## src/rtl/mem_port_arbiter.sv

```systemverilog
// Shares one single-ported memory between instruction fetch and load/store, with a completion timeout.
// Define ARB_STARVE_GUARD_EN to force a fetch grant after STARVE_LIMIT consecutive contended data grants.
module mem_port_arbiter #(
    parameter int unsigned TIMEOUT      = 16,
    parameter int unsigned STARVE_LIMIT = 4
) (
    input  logic        clk,
    input  logic        rst,
    input  logic        if_req,
    input  logic [31:0] if_addr,
    output logic        if_ack,
    output logic [31:0] if_rdata,
    input  logic        d_req,
    input  logic        d_we,
    input  logic [31:0] d_addr,
    input  logic [31:0] d_wdata,
    input  logic [2:0]  d_addrctl,
    output logic        d_ack,
    output logic [31:0] d_rdata,
    output logic        err,
    output logic        mem_en,
    output logic        mem_we,
    output logic [31:0] mem_addr,
    output logic [31:0] mem_wdata,
    output logic [2:0]  mem_addrctl,
    input  logic [31:0] mem_rdata,
    input  logic        mem_rvalid
);
    localparam int unsigned TCNT_W = 8;
    localparam int unsigned SCNT_W = 4;

    typedef enum logic [1:0] {
        IDLE   = 2'd0,
        WAIT_I = 2'd1,
        WAIT_D = 2'd2
    } state_t;

    generate
        if (TIMEOUT < 2 || TIMEOUT > 255) begin : g_bad_timeout
            $error("mem_port_arbiter: TIMEOUT must be 2..255");
        end
        if (STARVE_LIMIT < 1 || STARVE_LIMIT > 15) begin : g_bad_starve
            $error("mem_port_arbiter: STARVE_LIMIT must be 1..15");
        end
    endgenerate

    state_t             r_state;
    logic [TCNT_W-1:0]  r_tcnt;
    logic               r_if_ack;
    logic [31:0]        r_if_rdata;
    logic               r_d_ack;
    logic [31:0]        r_d_rdata;
    logic               r_err;
    logic               r_mem_en;
    logic               r_mem_we;
    logic [31:0]        r_mem_addr;
    logic [31:0]        r_mem_wdata;
    logic [2:0]         r_mem_addrctl;

    state_t             w_state_nxt;
    logic [TCNT_W-1:0]  w_tcnt_nxt;
    logic               w_if_ack_nxt;
    logic [31:0]        w_if_rdata_nxt;
    logic               w_d_ack_nxt;
    logic [31:0]        w_d_rdata_nxt;
    logic               w_err_nxt;
    logic               w_mem_en_nxt;
    logic               w_mem_we_nxt;
    logic [31:0]        w_mem_addr_nxt;
    logic [31:0]        w_mem_wdata_nxt;
    logic [2:0]         w_mem_addrctl_nxt;

    logic               w_if_pend;
    logic               w_d_pend;
    logic               w_force_i;
    logic               w_grant_i;
    logic               w_grant_d;
    logic               w_done;
    logic [31:0]        w_rd_data;

    // A port being acknowledged this cycle still shows its old request; ignore it.
    assign w_if_pend = if_req & ~r_if_ack;
    assign w_d_pend  = d_req & ~r_d_ack;

`ifdef ARB_STARVE_GUARD_EN
    logic [SCNT_W-1:0]  r_scnt;
    logic [SCNT_W-1:0]  w_scnt_nxt;

    assign w_force_i = (r_scnt == SCNT_W'(STARVE_LIMIT));
`else
    assign w_force_i = 1'b0;
`endif

    assign w_grant_i = w_if_pend & (~w_d_pend | w_force_i);
    assign w_grant_d = w_d_pend & ~w_grant_i;

    // Completion on rvalid wins over the terminal count in the same cycle.
    assign w_done    = mem_rvalid | (r_tcnt == TCNT_W'(TIMEOUT - 1));
    assign w_rd_data = (mem_rvalid && !r_mem_we) ? mem_rdata : 32'd0;

    always_comb begin
        w_state_nxt       = r_state;
        w_tcnt_nxt        = r_tcnt;
        w_if_ack_nxt      = 1'b0;
        w_if_rdata_nxt    = r_if_rdata;
        w_d_ack_nxt       = 1'b0;
        w_d_rdata_nxt     = r_d_rdata;
        w_err_nxt         = 1'b0;
        w_mem_en_nxt      = 1'b0;
        w_mem_we_nxt      = r_mem_we;
        w_mem_addr_nxt    = r_mem_addr;
        w_mem_wdata_nxt   = r_mem_wdata;
        w_mem_addrctl_nxt = r_mem_addrctl;
`ifdef ARB_STARVE_GUARD_EN
        w_scnt_nxt        = r_scnt;
`endif
        unique case (r_state)
            IDLE: begin
                if (w_grant_d) begin
                    w_state_nxt       = WAIT_D;
                    w_tcnt_nxt        = '0;
                    w_mem_en_nxt      = 1'b1;
                    w_mem_we_nxt      = d_we;
                    w_mem_addr_nxt    = d_addr;
                    w_mem_wdata_nxt   = d_wdata;
                    w_mem_addrctl_nxt = d_addrctl;
`ifdef ARB_STARVE_GUARD_EN
                    if (if_req) begin
                        w_scnt_nxt = r_scnt + SCNT_W'(1);
                    end
`endif
                end else if (w_grant_i) begin
                    w_state_nxt       = WAIT_I;
                    w_tcnt_nxt        = '0;
                    w_mem_en_nxt      = 1'b1;
                    w_mem_we_nxt      = 1'b0;
                    w_mem_addr_nxt    = if_addr;
                    w_mem_wdata_nxt   = 32'd0;
                    w_mem_addrctl_nxt = 3'd0;
`ifdef ARB_STARVE_GUARD_EN
                    w_scnt_nxt        = '0;
`endif
                end
            end
            WAIT_I, WAIT_D: begin
                if (w_done) begin
                    w_state_nxt = IDLE;
                    w_err_nxt   = ~mem_rvalid;
                    if (r_state == WAIT_I) begin
                        w_if_ack_nxt   = 1'b1;
                        w_if_rdata_nxt = w_rd_data;
                    end else begin
                        w_d_ack_nxt    = 1'b1;
                        w_d_rdata_nxt  = w_rd_data;
                    end
                end else begin
                    w_tcnt_nxt = r_tcnt + TCNT_W'(1);
                end
            end
            default: w_state_nxt = IDLE;
        endcase
    end

    always_ff @(posedge clk or posedge rst) begin
        if (rst) begin
            r_state       <= IDLE;
            r_tcnt        <= '0;
            r_if_ack      <= 1'b0;
            r_if_rdata    <= 32'd0;
            r_d_ack       <= 1'b0;
            r_d_rdata     <= 32'd0;
            r_err         <= 1'b0;
            r_mem_en      <= 1'b0;
            r_mem_we      <= 1'b0;
            r_mem_addr    <= 32'd0;
            r_mem_wdata   <= 32'd0;
            r_mem_addrctl <= 3'd0;
        end else begin
            r_state       <= w_state_nxt;
            r_tcnt        <= w_tcnt_nxt;
            r_if_ack      <= w_if_ack_nxt;
            r_if_rdata    <= w_if_rdata_nxt;
            r_d_ack       <= w_d_ack_nxt;
            r_d_rdata     <= w_d_rdata_nxt;
            r_err         <= w_err_nxt;
            r_mem_en      <= w_mem_en_nxt;
            r_mem_we      <= w_mem_we_nxt;
            r_mem_addr    <= w_mem_addr_nxt;
            r_mem_wdata   <= w_mem_wdata_nxt;
            r_mem_addrctl <= w_mem_addrctl_nxt;
        end
    end

`ifdef ARB_STARVE_GUARD_EN
    always_ff @(posedge clk or posedge rst) begin
        if (rst) begin
            r_scnt <= '0;
        end else begin
            r_scnt <= w_scnt_nxt;
        end
    end
`endif

    assign if_ack      = r_if_ack;
    assign if_rdata    = r_if_rdata;
    assign d_ack       = r_d_ack;
    assign d_rdata     = r_d_rdata;
    assign err         = r_err;
    assign mem_en      = r_mem_en;
    assign mem_we      = r_mem_we;
    assign mem_addr    = r_mem_addr;
    assign mem_wdata   = r_mem_wdata;
    assign mem_addrctl = r_mem_addrctl;

endmodule

```

## config.mk

```make
export PLATFORM = sky130hd
export DESIGN_NAME = mem_port_arbiter
export DESIGN_NICKNAME = d
export VERILOG_FILES = /design/src/rtl/mem_port_arbiter.sv
export SDC_FILE = /design/constraint.sdc
export NUM_CORES = 1
export LEC_CHECK = 0
export BUFFER_PORTS_ARGS = -buffer_cell sky130_fd_sc_hd__buf_2
export CAP_MARGIN = 40
export CELL_PAD_IN_SITES_DETAIL_PLACEMENT = 2
export CELL_PAD_IN_SITES_GLOBAL_PLACEMENT = 2
export CORE_ASPECT_RATIO = 0.7
export CORE_MARGIN = 2
export CORE_UTILIZATION = 28
export CTS_BUF_LIST = sky130_fd_sc_hd__clkbuf_4 sky130_fd_sc_hd__clkbuf_8
export CTS_CLUSTER_DIAMETER = 150
export DETAILED_ROUTE_END_ITERATION = 8
export PLACE_DENSITY_LB_ADDON = 0.1
export RECOVER_POWER = 50
export SYNTH_ARGS = -nofsm -noshare
export SYNTH_HDL_FRONTEND = slang
export SYNTH_SLANG_ARGS = --single-unit
```

## constraint.sdc

```tcl
create_clock -name clk -period 5.15 [get_ports clk]
set_input_delay 1.03 -clock clk [delete_from_list [all_inputs] [get_ports clk]]
set_output_delay 1.03 -clock clk [all_outputs]
set_load 0.02 [all_outputs]
```

### After elaboration in Yosys (flattened, before gate mapping)

Index checks and enable logic that the tools add are counted.

* add/subtract/negate cells: 1
* equality and inequality tests: 6
* muxes and demuxes: 28
* bitwise logic cells: 11
* reduce and logical (&&, ||, !) cells: 11

Operators by type and width (count)
* 32-bit two-way mux: 5
* 8-bit two-way mux: 3
* 8-bit one-hot mux with 2 select lines: 1
* 1-bit two-way mux: 13
* 3-bit AND reduction: 3
* 8-bit by 1-bit adder with 8-bit output (second input constant): 1
* 8-bit by 4-bit == test with 1-bit output (second input constant): 1
* 2-bit two-way mux: 3
* 3-bit two-way mux: 2
* 1-bit inverter: 6
* 1-bit bitwise AND: 4
* 2-bit inequality test (second input constant): 2
* 2-bit one-hot mux with 2 select lines: 1
* 2-bit AND reduction: 2
* 2-bit nonzero test: 2
* 3-bit inequality test (second input constant): 1
* 2-bit by 1-bit == test with 1-bit output (second input constant): 1
* 2-bit == test (second input constant): 1
* 2-bit logical NOT: 1
* 2-bit OR reduction: 1
* 1-bit logical AND: 1
* 1-bit logical NOT: 1
* 1-bit bitwise OR: 1

* bits in registers: 146
* input bits: 137
* output and inout port bits: 136

### Logic depth before layout (Yosys ltp)

Gate-level depths: netlist of the first run.

* depth in word-level cells: 8
* gate-level depth with buffers: 8
* gate-level depth less buffers: 6

### Worst setup path after synthesis of the first run

OpenSTA, ideal clock, no wires.

* path type: input to register
* start: input port d_req
* end: register r_mem_addr[27] (netlist: mem_addr[27])
* library setup time: 0.135 ns
* data arrival time: 2.035 ns
* slack: 2.979 ns
* stages: 5
* cell sequence: nor2b_1 o21ai_0 clkbuf_1 clkbuf_1 o21ai_0

* longest elaborated chain between the ends: 7
* elaborated cells on any way between the ends: 8
* classes of those cells: 1 x mux; 5 x bitwise; 2 x reduce/logical

Ends and longest elaborated chain
* start, declared: RTL line 13 `input logic d_req,`
* 1-bit bitwise AND (*): RTL line 83 `assign w_d_pend = d_req & ~r_d_ack;`
* 1-bit inverter: RTL line 94 `assign w_grant_i = w_if_pend & (~w_d_pend | w_force_i);`
* 1-bit bitwise AND: RTL line 94
* 1-bit inverter: RTL line 95 `assign w_grant_d = w_d_pend & ~w_grant_i;`
* 1-bit bitwise AND: RTL line 95
* 2-bit nonzero test (no line)
* 2-bit AND reduction (no line)
* end signal, assigned: RTL line 188 `r_mem_addr <= w_mem_addr_nxt;`
* end, declared: RTL line 56 `logic [31:0] r_mem_addr;`

Every way passes the cells marked *; elsewhere a longest branch is shown, timed or not.
A chain may end at the register's enable or synchronous reset.

==> results of run 1 <==
[cell families after synthesis]
family | count (synthesis)
AO/OA/AOI/OAI | 90
buffers and inverters | 40
multiplexers | 96
AND/OR/NAND/NOR | 96
adder cells (fa/ha/maj) | 3
flip-flops | 146
[worst paths after layout]
check                                  start        endpoint  slack [ns]  depth (start not counted)
worst min-delay path            mem_addr[20]    mem_addr[20]        0.49                          2
worst min register to register  mem_addr[20]    mem_addr[20]        0.49                          2
max in group clk                  r_state[1]     d_rdata[28]        2.20                          8
min in group asynchronous                rst  mem_addrctl[2]        0.70                          2
worst max register to register    r_state[1]     d_rdata[28]        2.20                          8
worst max-delay path                     rst    mem_addr[25]        2.13                          3
[power groups by stage]
stage          Sequential, W  Combinational, W  Clock (W)
6_report             0.00179           0.00208   0.000889
5_1_grt              0.00185           0.00227   0.000976
4_1_cts              0.00179           0.00218   0.000928
3_5_place_dp         0.00181           0.00218          0
3_3_place_gp         0.00179           0.00210          0
2_1_floorplan        0.00226          0.000955          0
[flip-flops by register name, summed over array words and instances (netlist names)]
| signal | flops |
|---|---|
| if_rdata | 32 |
| mem_we | 1 |
| if_ack | 1 |
| mem_addrctl | 3 |
| mem_addr | 32 |
| mem_wdata | 32 |
| err | 1 |
| r_tcnt | 8 |
| d_rdata | 32 |
| mem_en | 1 |
| d_ack | 1 |
| r_state | 2 |
[placed cells by master, fill, tap and decap left out, types with 2 or more instances in the layout]
| master | n |
|---|---|
| nand3_1 | 5 |
| nand3b_1 | 4 |
| mux2_2 | 35 |
| o21ai_0 | 36 |
| nor3_1 | 3 |
| inv_6 | 4 |
| nor2b_1 | 3 |
| clkinv_2 | 2 |
| a22o_1 | 37 |
| buf_4 | 4 |
| and2_1 | 32 |
| nand2_1 | 36 |
| a31oi_1 | 8 |
| clkbuf_1 | 68 |
| buf_2 | 207 |
| nand2b_1 | 2 |
| clkbuf_8 | 18 |
| nor2_1 | 2 |
| o211ai_1 | 2 |
| mux2_4 | 29 |
| ha_1 | 3 |
| dfrtp_1 | 146 |
| mux2i_1 | 32 |
| clkinv_4 | 3 |
| clkinvlp_4 | 3 |
| inv_1 | 9 |
[metal layers]
layer,track usage,wire [µm]
met5,0,0
met4,0.0503,266
met3,0.0492,1210
met2,0.273,9050
met1,0.226,9010
[worst max-delay path, delay by kind of cell]
family,cells,cell delay [ns]
buf+inv,3,2.05
[layout make-up]
| type | count | area [µm²] |
|---|---|---|
| Multi-Input combinational cell | 285 | 2340 |
| Tap cell | 282 | 353 |
| Clock buffer | 19 | 255 |
| Fill cell | 2367 | 13600 |
| Sequential cell | 146 | 3650 |
| Inverter | 10 | 42.5 |
| Clock inverter | 13 | 126 |
| Timing Repair Buffer | 281 | 1370 |
[metrics by stage]
| stage | hold WS, ns | cells |
|---|---|---|
| after floorplan | 0.473 | 471 |
| after global placement | 0.457 | 1002 |
| after detailed placement | 0.469 | 1004 |
| after CTS | 0.488 | 1036 |
| after global routing | 0.521 | 1036 |
| final | 0.486 | 1036 |
==> metrics.md, run 1 <==
| Metric | Value |
|---|---|
| Status | finished with violations |
| Failing checks | max-capacitance violations, max-slew violations |
| Net load switching power | 0.00202 W |
| Critical Path Sink Type | asynchronous set/reset pin |
| Leakage power total | 4.17 nW |
| Setup ws final | 2.13 ns |
| Core area | 21700 µm² |
| Final Total Pwr | about 0.0048 W |
| Die area | 23400 µm² |
| Top post-synthesis cells by count | dfrtp_1 (146), a22o_1 (37), o21ai_0 (37) |
| Reg power frac | 0.376 |
| Slowest CP cell | clkbuf_1 |
| Final setup fails | 0 |
| Clk Latency, worst-skew pair | 0.45 ns |
| Warnings from Yosys | 0 |
| Post-Route WL | between 15000 and 20000 µm |
| Cell Pwr Density | 586 nW/µm² |
| Cells after Synth | ~470 |
| Final Skew | 0.0190 ns |
| Synthesis-stage register bit count | 146 |
| DP HPWL | between 10000 and 15000 µm |
| CTS Hold Bufs | 0 |
| Tmin final | 3.02 ns |
| # DRC | 0 |
| Sequential-to-total area share from yosys stat | 0.589 |
| Mux contribution to synthesized area | 0.185 |
| Post-synthesis compound-gate area fraction | 0.100 |
| Syn nets | 611 |
| Largest area contributor in the netlist | dfrtp_1 |
| Gr usage total | 0.170 |
| Post-synthesis simple-gate area fraction | 0.0839 |
| Primary FF master, synth | dfrtp_1 |
| Initial Utilization | 0.286 |
| Post-synth EDFFs | 0 |
| Pre-CTS setup slack | 1.99 ns |
| RePlAce Congestion | between 0.7 and 0.8 |
| Synthesized cell area | slightly above 6000 µm² |
| CTS tree | built |
| Largest net degree at the start of global routing | 86 |
| Post-route ant nets | 0 |
| Nets | 881 |
| Largest family of logic cells by synthesized area | multiplexers |
| Port buffer count | 272 |
| Die Ht | 129 µm |
| Max_slew headroom | -0.249 |
| Crit-path cells | clkbuf_1, inv_6, clkbuf_1 |
| Synth-to-Final Area Change | 31.1% |
| Worst-margin pin slew | 1.87 ns |
| Max-cap viol count | 2 |
| Sw Ratio | 0.425 |
| Routed vias | approximately 4800 |
| Slew Limit Fails | 65 |
| Top post-synthesis cells by area | dfrtp_1 (59%), mux2_4 (7.0%), mux2_2 (6.4%) |
| Final Cycle Share | 0.586 |
| Async S/R FF share, synth | 1.00 |
| Share of layout cells above drive strength 1 | 0.423 |
| Sink Count | 146 |
| # diodes | 0 |
| Initial antenna violation count | 0 |
| Crit path kind | in2async |
| H-tree depth | 4 |
| Clock Path Buffers | 2 |
| Drt wl/cell | 18.8 µm |
| Width of the die | approximately 180 µm |
| Top-count cell post-synth | dfrtp_1 |
| Comb pwr share | 0.437 |
| Post-synth cell types | 36 |
| Fmax | 0.332 GHz |
| Worst EP required | roughly 5.3 ns |
| Adder-cell share of the synthesized area | 0.00605 |
| Site Rows | 45 |
| CTS Buf Count | 17 |
| Int Power | 0.00274 W |
| WP data arrival | 3.21 ns |
| CTS root buf | clkbuf_8 |
| GR Overflow Total | 0 |
| I/O pin cnt | 273 |
| First-pass GRT wire length | 30700 µm |
| XOR/XNOR Fraction of Synth Area | 0 |
| Nature of the critical path startpoint | primary input |
| Clk slew on worst S/H paths | ~0.08 ns |
| RSZ-0062 raised after global routing | false |
| Post-layout util | 0.374 |
| CP max FO | 85 |
| Area share of the largest cell type after synthesis | 0.589 |
| # Post-CTS Setup Buffers | 0 |
| Placed Area | 7860 µm² |
| Most frequent CP cell | clkbuf_1 |
| Vias per std cell | 4.60 |
| Detailed Route Iter0 Violations | 111 |
| Setup TNS | 0 ns |
| Max stage delay on crit path | 1.41 ns |
| CTS resizes | 0 |
| HP Class | reg2reg |
| Clock share of power | 0.187 |
| Vias in the first global route | 5364 |
| Design Area, Final | approximately 8100 µm² |
| Final hold vios | 0 |
| Iteration count of the initial detailed-routing pass | 5 |
| Peak VDD IR | slightly above 200 µV |
| Avg Inst Size Synth | approximately 13 µm² |
Note: power is estimated with default switching activity, not from simulation.
==> inputs of run 2 (changes only) <==
--- a/config.mk
+++ b/config.mk
@@ -5,6 +5,7 @@
 export SDC_FILE = /design/constraint.sdc
 export NUM_CORES = 1
 export LEC_CHECK = 0
+export ABC_AREA = 1
 export BUFFER_PORTS_ARGS = -buffer_cell sky130_fd_sc_hd__buf_2
 export CAP_MARGIN = 40
 export CELL_PAD_IN_SITES_DETAIL_PLACEMENT = 2
==> constraint.sdc (replaced) <==
create_clock -name clk -period 2.8 [get_ports clk]
set_input_delay 0.56 -clock clk [delete_from_list [all_inputs] [get_ports clk]]
set_output_delay 0.56 -clock clk [all_outputs]
set_load 0.02 [all_outputs]
==> run 2 against run 1 <==
  * Sequential share of layout area is 1.4 points lower
  * Clock skew fell by 0.0082 ns
  * Largest power group unchanged
  * First-iteration DRC count grew 92%
  * Synthesized area rose by 3.4%
  * Largest cell class unchanged
  * Critical path type unchanged
  * The run still ends with max-capacitance violations, max-slew violations left
==> metrics.md, run 2 <==
| Metric | Value |
|---|---|
| Synthesized cell area | 6420 µm² (was 6210 µm²) |
| Top post-synthesis cells by area | dfrtp_1 (57%), nand2_1 (12%), nand4_1 (6.2%) (was dfrtp_1 (59%), mux2_4 (7.0%), mux2_2 (6.4%)) |
| Clock Path Buffers | 2 (unchanged) |
| Final Total Pwr | 0.00956 W (was 0.00476 W) |
| Die area | 24200 µm² (was 23400 µm²) |
| Critical R2R Capture | r_tcnt[6] (was d_rdata[28]) |
| Iteration count of the initial detailed-routing pass | 4 (was 5) |
| Reg-to-reg setup timing slack | 0.67 ns (was 2.20 ns) |
| Most common cell after layout, fill and taps aside | buf_2 (unchanged) |
| Post-Route WL | 24000 µm (was 19500 µm) |
| Crit path kind | in2async (unchanged) |
| I/O pin cnt | 273 (unchanged) |
| Vias per std cell | 4.69 (was 4.60) |
| Final Cycle Share | 0.808 |
| Async S/R FF share, synth | 1.00 (unchanged) |
| Avg Inst Size Synth | 9.08 µm² (was 13.2 µm²) |
| Routed vias | 6063 (was 4768) |
| Initial antenna violation count | 8 (was 0) |
| # DRC | 0 (unchanged) |
| Share of layout cells above drive strength 1 | 0.270 (was 0.423) |
| Sequential-to-total area share from yosys stat | 0.569 (was 0.589) |
| Cell Pwr Density | 1140 nW/µm² (was 586 nW/µm²) |
| Top-count cell post-synth | nand2_1 (was dfrtp_1) |
| Drt wl/cell | 18.6 µm (was 18.8 µm) |
| Pre-CTS setup slack | 0.666 ns (was 1.99 ns) |
| Width of the die | 185 µm (was 182 µm) |
| Largest area contributor in the netlist | dfrtp_1 (unchanged) |
| First-pass GRT wire length | 36900 µm (was 30700 µm) |
| Post-synth EDFFs | 0 (unchanged) |
| Nets | 1102 (was 881) |
| Final Skew | 0.0107 ns (was 0.0190 ns) |
| CTS resizes | 0 (unchanged) |
| Status | finished with violations (unchanged) |
| Worst-margin pin slew | 2.16 ns (was 1.87 ns) |
| Clk slew on worst S/H paths | 0.09 ns (was 0.08 ns) |
| Number of fillers in the final layout | 2625 (was 2367) |
| Nature of the critical path startpoint | primary input (unchanged) |
| Sink Count | 146 (unchanged) |
| Clk Latency, worst-skew pair | 0.46 ns (was 0.45 ns) |
| Worst setup path start | rst (unchanged) |
| CP max FO | 146 (was 85) |
| CTS root buf | clkbuf_8 (unchanged) |
| H-tree depth | 4 (unchanged) |
| Port buffer count | 272 (unchanged) |
| Storage element area | 3650 µm² (unchanged) |
| Max-cap viol count | 1 (was 2) |
| Final setup fails | 0 (unchanged) |
| FF-to-FF path depth | 8 (unchanged) |
| Post-synth cell types | 26 (was 36) |
| Gr usage total | 0.201 (was 0.170) |
| Largest net degree at the start of global routing | 147 (was 86) |
| Area share of the largest cell type after synthesis | 0.569 (was 0.589) |
| Primary FF master, synth | dfrtp_1 (unchanged) |
| CTS tree | built (unchanged) |
| CTS Buf Count | 17 (unchanged) |
| Design Area, Final | 8400 µm² (was 8140 µm²) |
| Final hold vios | 0 (unchanged) |
| Cells after Synth | 707 (was 471) |
| Slew Limit Fails | 147 (was 65) |
| Worst EP required | 2.93 ns (was 5.34 ns) |
| Max_slew headroom | -0.440 (was -0.249) |
| Worst setup path end | mem_wdata[8] (was mem_addr[25]) |
| Site Rows | 46 (was 45) |
| Multi-input logic area | 2300 µm² (was 2340 µm²) |
| Die Ht | 131 µm (was 129 µm) |
| Synth-to-Final Area Change | 30.9% (was 31.1%) |
| Core area | 22600 µm² (was 21700 µm²) |
| DP HPWL | 16800 µm (was 14400 µm) |
| CTS Hold Bufs | 0 (unchanged) |
| HP Class | in2reg (was reg2reg) |
| Placed Area | 8060 µm² (was 7860 µm²) |
| RePlAce Congestion | 0.742 (was 0.730) |
| Leakage power total | 4.51 nW (was 4.17 nW) |
| Failing checks | max-capacitance violations, max-slew violations (unchanged) |
| Post-layout util | 0.372 (was 0.374) |
| Warnings from Yosys | 0 (unchanged) |
| Syn nets | 847 (was 611) |
| RSZ-0062 raised after global routing | false (unchanged) |
| Vias in the first global route | 6298 (was 5364) |
| Setup ws final | 0.537 ns (was 2.13 ns) |
| Post-route ant nets | 0 (unchanged) |
| Setup TNS | 0 ns (unchanged) |
| Tmin final | roughly 2.3 ns |
| Top post-synthesis cells by count | nand2_1 (201), dfrtp_1 (146), nor2_1 (71) (was dfrtp_1 (146), a22o_1 (37), o21ai_0 (37)) |
| Detailed Route Iter0 Violations | 213 (was 111) |
| GR Overflow Total | 0 (unchanged) |
| FF-to-FF Start | r_state[0] (was r_state[1]) |
| Initial Utilization | 0.284 (was 0.286) |
| WP data arrival | 2.40 ns (was 3.21 ns) |
| Critical Path Sink Type | asynchronous set/reset pin (unchanged) |
| Peak VDD IR | 412 µV (was 207 µV) |
| Synthesis-stage register bit count | 146 (unchanged) |
| Commonest non-fill, non-tap cells in the layout | buf_2 (203), nand2_1 (201), dfrtp_1 (146) (was buf_2 (207), dfrtp_1 (146), clkbuf_1 (68)) |
| # Post-CTS Setup Buffers | 0 (unchanged) |
| Fmax | ~0.44 GHz |
run 2: changes by cell type in the layout (fill, tap and decap cells not counted), moves of 30 or more:
cell     before  now
nand4_1       1   64
inv_1         9   44
and2_1       32    0
nand3_1       5   35
nor2_1        2   71
o21ai_0      36    3
mux2i_1      32    0
mux2_2       35    0
nand2_1      36  201
run 2: cell type report:
type	instances	area share
inverter	48	0.0219
antenna	5	0.00149
clock buffer	22	0.0353
tap	312	0.0465
timing repair buffer	289	0.171
sequential	146	0.435
multi-input combinational	460	0.274
clock inverter	10	0.0155
run 2: routing by layer:
layer / global-route usage / vias to the layer above / share of wire
li1: - / 2886 / -
met1: 0.261 / 2989 / 0.45
met2: 0.324 / 164 / 0.46
met3: 0.0718 / 18 / 0.075
met4: 0.0448 / 6 / 0.0075
met5: 0 / - / 0.0017
run 2: critical path, stage by stage:
cell and delay [ns]:
clkbuf_1 0.09, clkinvlp_4 0.06, clkbuf_4 1.45
run 2: through the flow:
step,hold WS (ns),instances
2_1_floorplan,0.453,707
3_3_place_gp,0.452,1254
3_5_place_dp,0.454,1255
4_1_cts,0.287,1287
5_1_grt,0.290,1288
6_report,0.325,1292
run 2: cell families (layout without fill, tap and decap cells):
logic type,after synthesis,in the layout,share of synthesized area
simple gates,379,379,0.259
flops,146,146,0.569
buf+inv,101,369,0.0731
compound gates,73,73,0.0858
xor+xnor,5,5,0.00682
fa+ha+maj,3,3,0.00585
other cells,0,5,0
run 2: worst min-delay path by stage:
stage	startpoint	to	slack, ns	cells past startpoint
final	d_wdata[6]	mem_wdata[6]	0.33	2
after global routing	d_wdata[6]	mem_wdata[6]	0.29	2
after CTS	d_wdata[6]	mem_wdata[6]	0.29	2
after detailed placement	if_rdata[23]	if_rdata[23]	0.45	2
after global placement	if_rdata[28]	if_rdata[28]	0.45	2
after floorplan	r_state[1]	r_state[1]	0.45	2
run 2: where the power goes:
part	switching, W	leakage, nW	total, W	internal [W]
registers	0.000452	1.87	0.00337	0.00292
logic	0.00310	2.43	0.00436	0.00126
clock network	0.000847	0.218	0.00183	0.000979
total	0.00440	4.51	0.00956	0.00516
==> inputs of run 3 (changes only) <==
==> constraint.sdc (replaced) <==
create_clock -name clk -period 2.3 [get_ports clk]
set_input_delay 0.46 -clock clk [delete_from_list [all_inputs] [get_ports clk]]
set_output_delay 0.46 -clock clk [all_outputs]
set_load 0.02 [all_outputs]
==> run 3 against run 2 <==
  * Largest power group unchanged
  * Clock-buffer cell count is 1 higher
  * Die area stayed put
  * Non-clock buffer count is 4 higher
  * Global-route usage is 0.14 points higher
  * Flip-flop and latch count stayed put
  * Via count is 0.69% higher
  * The run now ends clean
==> metrics.md, run 3 (synthesis results as in run 2) <==
| Metric | Value |
|---|---|
| Status | finished, final reports clean (was finished with violations) |
| GR Overflow Total | 0 (unchanged) |
| Width of the die | 185 µm (unchanged) |
| CP max FO | 66 (was 146) |
| Nature of the critical path startpoint | register (was primary input) |
| HP Class | in2async (was in2reg) |
| Sink Count | 146 (unchanged) |
| RePlAce Congestion | 0.752 (was 0.742) |
| Final hold vios | 0 (unchanged) |
| First-pass GRT wire length | 37100 µm (was 36900 µm) |
| Post-layout util | 0.373 (was 0.372) |
| WP data arrival | 2.23 ns (was 2.40 ns) |
| Final Cycle Share | 0.813 |
| FF-to-FF path depth | 8 (unchanged) |
| Vias in the first global route | 6329 (was 6298) |
| Clk slew on worst S/H paths | 0.09 ns (about the same) |
| Initial antenna violation count | 4 (was 8) |
| Setup TNS | 0 ns (unchanged) |
| Most common cell after layout, fill and taps aside | buf_2 (unchanged) |
| Core area | 22600 µm² (unchanged) |
| RSZ-0062 raised after global routing | false (unchanged) |
| Largest net degree at the start of global routing | 67 (was 147) |
| Multi-input logic area | 2300 µm² (about the same) |
| Final Skew | 0.0179 ns (was 0.0107 ns) |
| Iteration count of the initial detailed-routing pass | 5 (was 4) |
| Nets | 1106 (was 1102) |
| I/O pin cnt | 273 (unchanged) |
| Worst-margin pin slew | 1.10 ns (was 2.16 ns) |
| Crit-path cells | inv_1, nand2_2, nand2_2, nand2_4, inv_2, buf_12, nor2_1, a31oi_1 (was clkbuf_1, clkinvlp_4, clkbuf_4) |
| Die Ht | 131 µm (unchanged) |
| Worst setup path start | d_ack (was rst) |
| Final setup fails | 0 (unchanged) |
| Drt wl/cell | 18.7 µm (was 18.6 µm) |
| Crit path kind | reg2reg (was in2async) |
| Detailed Route Iter0 Violations | 234 (was 213) |
| Cell family with most CP delay | buffers and inverters (unchanged) |
| Max_slew headroom | 0.263 (was -0.440) |
| Max stage delay on crit path | 0.47 ns (was 1.45 ns) |
| Gr usage total | 0.202 (was 0.201) |
| Site Rows | 46 (unchanged) |
| CTS Hold Bufs | 0 (unchanged) |
| DP HPWL | 17000 µm (was 16800 µm) |
| Synth-to-Final Area Change | 31.2% (was 30.9%) |
| Clk Latency, worst-skew pair | 0.46 ns (about the same) |
| Post-route ant nets | 0 (unchanged) |
| Clock Path Buffers | 2 (unchanged) |
| Most frequent CP cell | nand2_2 |
| Vias per std cell | 4.73 (was 4.69) |
| Worst EP required | 2.66 ns (was 2.93 ns) |
| Leakage power total | 4.53 nW (was 4.51 nW) |
| Slew Limit Fails | 0 (was 147) |
| Routed vias | 6105 (was 6063) |
| Commonest non-fill, non-tap cells in the layout | buf_2 (207), nand2_1 (201), dfrtp_1 (146) (was buf_2 (203), nand2_1 (201), dfrtp_1 (146)) |
| Tmin final | approximately 1.9 ns |
| # DRC | 0 (unchanged) |
| Worst Path Buf+Inv | 3 (unchanged) |
| WP depth | 8 (was 3) |
| Reg-to-reg setup timing slack | 0.43 ns (was 0.67 ns) |
| CTS tree | built (unchanged) |
| Critical Path Sink Type | register (was asynchronous set/reset pin) |
| CTS Buf Count | 17 (unchanged) |
| Critical R2R Capture | mem_addr[7] (was r_tcnt[6]) |
| Port buffer count | 272 (unchanged) |
| Cell Pwr Density | 1390 nW/µm² (was 1140 nW/µm²) |
| Number of fillers in the final layout | 2638 (was 2625) |
| H-tree depth | 4 (unchanged) |
| Storage element area | 3650 µm² (unchanged) |
| Fmax | 0.535 GHz |
| Share of layout cells above drive strength 1 | 0.273 (was 0.270) |
| Initial Utilization | 0.284 (unchanged) |
| CTS resizes | 0 (unchanged) |
| Peak VDD IR | 465 µV (was 412 µV) |
| Max-cap viol count | 0 (was 1) |
| Slowest CP cell | inv_1 (was clkbuf_4) |
| CTS root buf | clkbuf_8 (unchanged) |
| Post-Route WL | 24100 µm (was 24000 µm) |
| FF-to-FF Start | d_ack (was r_state[0]) |
| Die area | 24200 µm² (unchanged) |
| # Post-CTS Setup Buffers | 0 (unchanged) |
==> run 3: cell count changes in the layout (fill, tap and decap cells not counted), moves of 4 or more <==
cell / previous run / this run
buf_2: 203 / 207
clkbuf_2: 0 / 4
clkbuf_1: 69 / 65
clkinv_2: 5 / 0
==> run 3: final cells by class <==
type,count,share of cell area
inverters,48,0.0215
well taps,312,0.0464
clock inverters,7,0.0144
multi-input cells,460,0.273
repair buffers,293,0.173
clock buffers,23,0.0376
diodes,3,0.000892
flip-flops and latches,146,0.434
==> run 3: metrics by stage <==
step	total power [W]	hold WS, ns	cells	instance area, µm²	worst slack [ns]
3_5_place_dp	0.00970	0.455	1259	8110	0.518
4_1_cts	0.0120	0.0668	1289	8550	0.494
2_1_floorplan	0.00753	0.453	707	6420	0.00698
6_report	0.0117	0.204	1292	8420	0.431
5_1_grt	0.0126	0.203	1291	8420	0.276
3_3_place_gp	0.00958	0.454	1259	8110	0.547
==> run 3: worst max path at each step <==
stage	endpoint
5_1_grt	mem_addr[7]
4_1_cts	r_tcnt[0]
6_report	mem_addr[7]
2_1_floorplan	d_ack
3_5_place_dp	r_tcnt[0]
3_3_place_gp	r_tcnt[0]
==> run 3: power by group <==
part	internal (W)	switching, W	total (W)
clock network	0.00124	0.00103	0.00227
logic	0.00153	0.00380	0.00532
registers	0.00356	0.000563	0.00412
total	0.00632	0.00539	0.0117
==> run 3: metal layers <==
| layer | routed length (µm) | global-route usage |
|---|---|---|
| met5 | 12 | 0 |
| met4 | 233 | 0.0570 |
| met3 | 1480 | 0.0571 |
| met2 | 10700 | 0.312 |
| met1 | 11600 | 0.280 |
